$ cat config.mk
export PLATFORM = sky130hd
export DESIGN_NAME = ipsxe_floating_point_input_decode_v1_0
export DESIGN_NICKNAME = d
export VERILOG_FILES = /design/src/rtl/ipsxe_floating_point_input_decode_v1_0.sv
export SDC_FILE = /design/constraint.sdc
export NUM_CORES = 1
export LEC_CHECK = 0
export ABC_AREA = 1
export BUFFER_PORTS_ARGS = -buffer_cell sky130_fd_sc_hd__buf_4
export CELL_PAD_IN_SITES_DETAIL_PLACEMENT = 1
export CELL_PAD_IN_SITES_GLOBAL_PLACEMENT = 2
export CORE_UTILIZATION = 30
export CTS_CLUSTER_SIZE = 10
export DETAILED_ROUTE_END_ITERATION = 10
export GPL_TIMING_DRIVEN = 0
export PLACE_DENSITY = 0.78
export SLEW_MARGIN = 30
export SYNTH_ARGS = -nofsm -noshare
export SYNTH_HDL_FRONTEND = slang
export SYNTH_SLANG_ARGS = --single-unit
$ cat constraint.sdc
create_clock -name i_aclk -period 1.52 [get_ports i_aclk]
set_input_delay 0 -clock i_aclk [delete_from_list [all_inputs] [get_ports i_aclk]]
set_output_delay 0 -clock i_aclk [all_outputs]
set_load 0.03 [all_outputs]
$ cat src/rtl/ipsxe_floating_point_input_decode_v1_0.sv
// IEEE-754 input unpack/classify front-end for the fl2fl converter.
// Two registered stages with valid/ready handshakes; case_judge bit0 = special, bit1 = NaN.
module ipsxe_floating_point_input_decode_v1_0 #(
  parameter int FLOAT_IN_EXP  = 8,
  parameter int FLOAT_IN_FRAC = 24,
  parameter int FLUSH_DENORM  = 1
) (
  input  logic                                  i_aclk,
  input  logic                                  i_areset_n,
  input  logic                                  i_aclken,
  input  logic                                  s_tvalid,
  output logic                                  s_tready,
  input  logic [FLOAT_IN_EXP+FLOAT_IN_FRAC-1:0] s_tdata,
  output logic                                  m_tvalid,
  input  logic                                  m_tready,
  output logic                                  sign,
  output logic [FLOAT_IN_EXP-1:0]               exp_out,
  output logic [FLOAT_IN_FRAC-1:0]              frac_out,
  output logic [1:0]                            case_judge,
  output logic                                  o_invalid,
  output logic                                  o_denorm
);

  localparam int FW = FLOAT_IN_FRAC - 1;
  localparam logic [FLOAT_IN_FRAC-1:0] NAN_FRAC = {2'b01, {(FLOAT_IN_FRAC-2){1'b0}}};

  logic                     v1_reg, v2_reg;
  logic                     adv1, adv2;
  logic                     s1_sign_reg;
  logic [FLOAT_IN_EXP-1:0]  s1_exp_reg;
  logic [FW-1:0]            s1_frac_reg;
  logic                     exp_z_reg, exp_o_reg, frac_z_reg;

  logic [FLOAT_IN_EXP-1:0]  cls_exp;
  logic [FLOAT_IN_FRAC-1:0] cls_frac;
  logic [1:0]               cls_cj;
  logic                     cls_inv, cls_den;

  assign adv2     = i_aclken & (~v2_reg | m_tready);
  assign adv1     = i_aclken & (~v1_reg | adv2);
  assign s_tready = adv1 & i_areset_n;
  assign m_tvalid = v2_reg;

  // Stage 1: capture the word and pre-compute the field-compare flags.
  always_ff @(posedge i_aclk or negedge i_areset_n) begin
    if (!i_areset_n) begin
      v1_reg      <= 1'b0;
      s1_sign_reg <= 1'b0;
      s1_exp_reg  <= '0;
      s1_frac_reg <= '0;
      exp_z_reg   <= 1'b0;
      exp_o_reg   <= 1'b0;
      frac_z_reg  <= 1'b0;
    end else if (adv1) begin
      v1_reg <= s_tvalid;
      if (s_tvalid) begin
        s1_sign_reg <= s_tdata[FLOAT_IN_EXP+FW];
        s1_exp_reg  <= s_tdata[FW +: FLOAT_IN_EXP];
        s1_frac_reg <= s_tdata[FW-1:0];
        exp_z_reg   <= (s_tdata[FW +: FLOAT_IN_EXP] == '0);
        exp_o_reg   <= (s_tdata[FW +: FLOAT_IN_EXP] == '1);
        frac_z_reg  <= (s_tdata[FW-1:0] == '0);
      end
    end
  end

  always_comb begin
    cls_exp  = s1_exp_reg;
    cls_frac = {1'b1, s1_frac_reg};
    cls_cj   = 2'b00;
    cls_inv  = 1'b0;
    cls_den  = 1'b0;
    if (exp_z_reg) begin
      cls_exp = '0;
      if (frac_z_reg) begin
        cls_frac = '0;
        cls_cj   = 2'b01;
      end else begin
        cls_den = 1'b1;
        if (FLUSH_DENORM != 0) begin
          cls_frac = '0;
          cls_cj   = 2'b01;
        end else begin
          cls_frac = {1'b0, s1_frac_reg};
        end
      end
    end else if (exp_o_reg) begin
      cls_exp = '1;
      if (frac_z_reg) begin
        cls_frac = '0;
        cls_cj   = 2'b01;
      end else begin
        // Every NaN leaves as the canonical quiet NaN; only the sNaN flag survives.
        cls_frac = NAN_FRAC;
        cls_cj   = 2'b11;
        cls_inv  = ~s1_frac_reg[FW-1];
      end
    end
  end

  // Stage 2: output registers; only overwritten when a valid word moves in.
  always_ff @(posedge i_aclk or negedge i_areset_n) begin
    if (!i_areset_n) begin
      v2_reg     <= 1'b0;
      sign       <= 1'b0;
      exp_out    <= '0;
      frac_out   <= '0;
      case_judge <= 2'b00;
      o_invalid  <= 1'b0;
      o_denorm   <= 1'b0;
    end else if (adv2) begin
      v2_reg <= v1_reg;
      if (v1_reg) begin
        sign       <= s1_sign_reg;
        exp_out    <= cls_exp;
        frac_out   <= cls_frac;
        case_judge <= cls_cj;
        o_invalid  <= cls_inv;
        o_denorm   <= cls_den;
      end
    end
  end

endmodule

# Yosys cells after proc, flatten, opt, wreduce, memory -nomap -nowiden
# Cells that the tools add are included.
# op_classes
n_eq_ne,1
muxes,13
n_bitwise,8
reduce_logical,4
# op_table
operator,count
$mux 24,2
$logic_not 23->1,1
$mux 23,1
$mux 8,2
$eq 8x8->1 const B,1
$logic_not 8->1,1
$mux 2,3
$mux 1,5
$reduce_and 2->1,2
$and 1x1->1,3
$not 1->1,3
$or 1x1->1,2
# word_totals
reg_bits,74
inputBits,37
output_inout_bits,39
wordCells,40

# Logic depth before layout (Yosys ltp)
# depth
word_depth,6
ltp_mapped,9
mapped_depth_nobuf,8

# Worst setup path after synthesis
# Ideal clock, no wire load.
# synth_timing
kind,register to register
start,register v2_reg (netlist: m_tvalid)
end,register case_judge[0]
setup_ns,0.124
arrival_ns,1.196
path_slack_ns,0.201
path_stages_with_launch,8
period_less_slack_ns,1.319
path_cell_list,dfrtp_1 > nand2_2 > nand2_2 > nor2_4 > nand2_2 > nor2_4 > buf_6 > a21oi_1
# synth_between
elab_chain_cells,4
# synth_rtl
item,line,text
"start, declared",27,"logic v1_reg, v2_reg;"
"start signal, assigned",112,v2_reg <= v1_reg;
$not 1->1,39,assign adv2 = i_aclken & (~v2_reg | m_tready);
$or 1x1->1,39,
$and 1x1->1,39,
$reduce_and 2->1 (no source line),n/a,
"end signal, assigned",117,case_judge <= cls_cj;
"end, declared",19,"output logic [1:0] case_judge,"
# No other way between the ends.
# A chain may end at the register's enable or synchronous reset.

# Worst setup path after layout
# layout_timing
start,register v2_reg (netlist: m_tvalid)
end,output port s_tready
# layout_between
elab_chain_cells,6
# layout_rtl
item,line,text
$not 1->1,39,
$or 1x1->1,39,
$and 1x1->1,39,
$or 1x1->1,40,assign adv1 = i_aclken & (~v1_reg | adv2);
$and 1x1->1,40,
$and 1x1->1,41,assign s_tready = adv1 & i_areset_n;
"end, declared",12,"output logic s_tready,"
# No other way between the ends.

==> results.md <==
* Internal Power at 0.00396 W
* CP endpoint kind: output port
* Final nets at 505
* Routed length per instance at 13.3 um
* TritonCTS clock tree: yes
* Clock-pin slew on the worst setup and hold paths at 0.08 ns
* PD cells at 1450 mW/mm2
* First-pass DRT Iterations at 5
* Mapped cell area at 0.00300 mm2
* Relative slew slack at 0.539
* Hpwl dp at 5550 um
* Net Sw Frac at 0.358
* Largest net degree at the start of global routing at 76
* Fraction of layout cells with a size suffix above 1 at 0.239
* Failing checks: hold timing
* Clock Sinks at 74
* Die Y at 102 um
* Combinational Power Share at 0.316
* Vias in the first global route at 2802
* CP Cell Sequence: nand2_2 -> o21ai_0 -> nor2_1 -> buf_4
* Post-Layout Cell Count at 606
* Initial antenna violation count at 0
* RSZ-0062 raised after global routing: no
* DRT Wirelength at 8040 um
* Later-pin clock latency in the skew report at 0.33 ns
* Area of the die at 0.0104 mm2
* Final hold vios at 74
* Root Buffer: clkbuf_8
* Gr usage total at 0.172
* Flop pwr share at 0.434
* WP buf/inv at 1
* Total grt overflow at 0
* Status: complete, but fails checks
* Worst VDD drop at 558 uV
* Synth Instances at 349
* Core Region at 0.00973 mm2
* Vias at 2620
* Final hold slack at -0.334 ns
* Sequential fraction of the synthesis area at 0.618
* Pre-CTS WS at 0.143 ns
* CP Launch Type: flop
* Placer Congestion at 0.720
* Max incr delay on CP at 0.39 ns
* Fin Clk Skew at 0.00797 ns
* # rows at 36
* FF+latch count, synth at 74
* Finished Cell Area at 0.00427 mm2
* Critical Path RT at 1.52 ns
* Die Span X at 102 um
* CP Max Fanout at 3
* Port Buffer Count at 75
* Syn avg cell area at 8.58 um2
* Post-route ant nets at 0
* DR iter-0 viols at 65
* Fin crit period at 1.34 ns
* Worst Tran Pin Value at 0.692 ns
* Maximum buffer depth of the clock tree at 2
* Max_cap viols at 0
* First-pass GRT wire length at 13700 um
* Clock power share at 0.250
* Vias per inst at 4.32
* Finish-stage setup viols at 0
* Syn Nets at 386
* R2R Path End: frac_out[15]
* Crit path kind: reg -> out
* Largest delay contributor family on the critical path: flip-flops
* Hold Buf Count CTS at 33
* Net Sw Power at 0.00221 W
* Initial core utilization at 0.308
* Setup TNS at 0 ns
* R2R depth at 8
* Placed Instances at 557
* Highest clock rate at 0.744 GHz
* Final period util at 0.885
* CTS H-tree lvls at 3
* Placed Area at 0.00372 mm2
* R2R setup slack at 0.18 ns
* N_diodes at 0
* Yosys warns at 0
* Synth unique cells at 17
* CTS buffer count at 9
* Worst Setup Slack, final at 0.175 ns
* Final Slew Violations at 0
* Hold Crit Class: in -> async
* Leak at 2.24 nW
* Critical path's slowest cell: dfrtp_1
* DR DRC count at 0
* Io pins at 76
* Crit path DAT at 1.34 ns
* Critical R2R Launch: m_tvalid
* Layout area overhead at 42.4%
* Largest register FFs at 24
## timing repair
item	4_1_cts	5_1_grt
endpoints found under the hold margin	108	74
resized for setup	0	3
setup buffers	0	0
endpoints found under the setup margin	0	18
## layer usage
metal | global-route usage | routed length [um] | up-vias
met3 | 0.0274 | 239 | 7
met5 | 0 | 0 | -
met1 | 0.234 | 3910 | 1261
li1 | - | - | 1306
met2 | 0.281 | 3790 | 46
met4 | 0.0560 | 104 | 0
## logic make-up (layout without fill, tap and decap cells)
| logic type | after synthesis | count (layout) | share of synthesized area |
|---|---|---|---|
| AND/OR/NAND/NOR | 213 | 213 | 0.280 |
| AO/OA/AOI/OAI | 28 | 28 | 0.0501 |
| flip-flops | 74 | 74 | 0.618 |
| buffers and inverters | 34 | 158 | 0.0518 |
## final cells by class
class	instances	area (um2)
clock buffers	10	138
inverters	19	71.3
well taps	133	166
clock inverters	6	66.3
flip-flops and latches	74	1850
repair buffers	108	897
fillers	1206	5460
plain buffers	15	85.1
multi-input cells	241	991
## worst max-delay path by stage
stage / start / to / slack [ns] / cells after the start
detailed placement: m_tvalid / s1_frac_reg[22] / 0.14 / 6
global placement: m_tvalid / frac_out[19] / 0.19 / 8
floorplan: m_tvalid / case_judge[0] / 0.20 / 7
global route: m_tvalid / case_judge[1] / 0.03 / 6
finish: m_tvalid / s_tready / 0.18 / 4
CTS: m_tvalid / s1_frac_reg[22] / 0.11 / 6
## cell usage after synthesis (all sizes together)
master / number / area [um2]
clkbuf: 3 / 11.3
dfrtp: 74 / 1850
inv: 19 / 71.3
a21oi: 1 / 5.00
o21ai: 25 / 125
nor2: 28 / 120
buf: 12 / 72.6
o211ai: 2 / 20.0
nand4: 6 / 37.5
nand2: 178 / 676
nand3: 1 / 5.00
## power groups by stage
stage | logic, W | clock network [W] | registers (W)
final | 0.00195 | 0.00154 | 0.00268
after global routing | 0.00215 | 0.00166 | 0.00274
after CTS | 0.00198 | 0.00160 | 0.00269
after detailed placement | 0.00190 | 0 | 0.00272
after global placement | 0.00187 | 0 | 0.00270
after floorplan | 0.000500 | 0 | 0.00329
## cells in the final DEF, fill, tap and decap left out, types with 6 or more instances in the layout
master,count
o21ai_0,19
inv_1,17
buf_2,10
nor2_1,25
buf_4,74
nand2_1,175
clkbuf_8,10
dfrtp_1,74
nand4_1,6
dlygate4sd3_1,33
o21ai_1,6
## stage by stage
step | total power [W] | util
2_1_floorplan | 0.00379 | -
5_1_grt | 0.00655 | 0.439
3_3_place_gp | 0.00457 | 0.383
4_1_cts | 0.00626 | 0.438
3_5_place_dp | 0.00462 | 0.383
6_report | 0.00617 | 0.439
No activity file was read; power rests on OpenSTA's default activity.
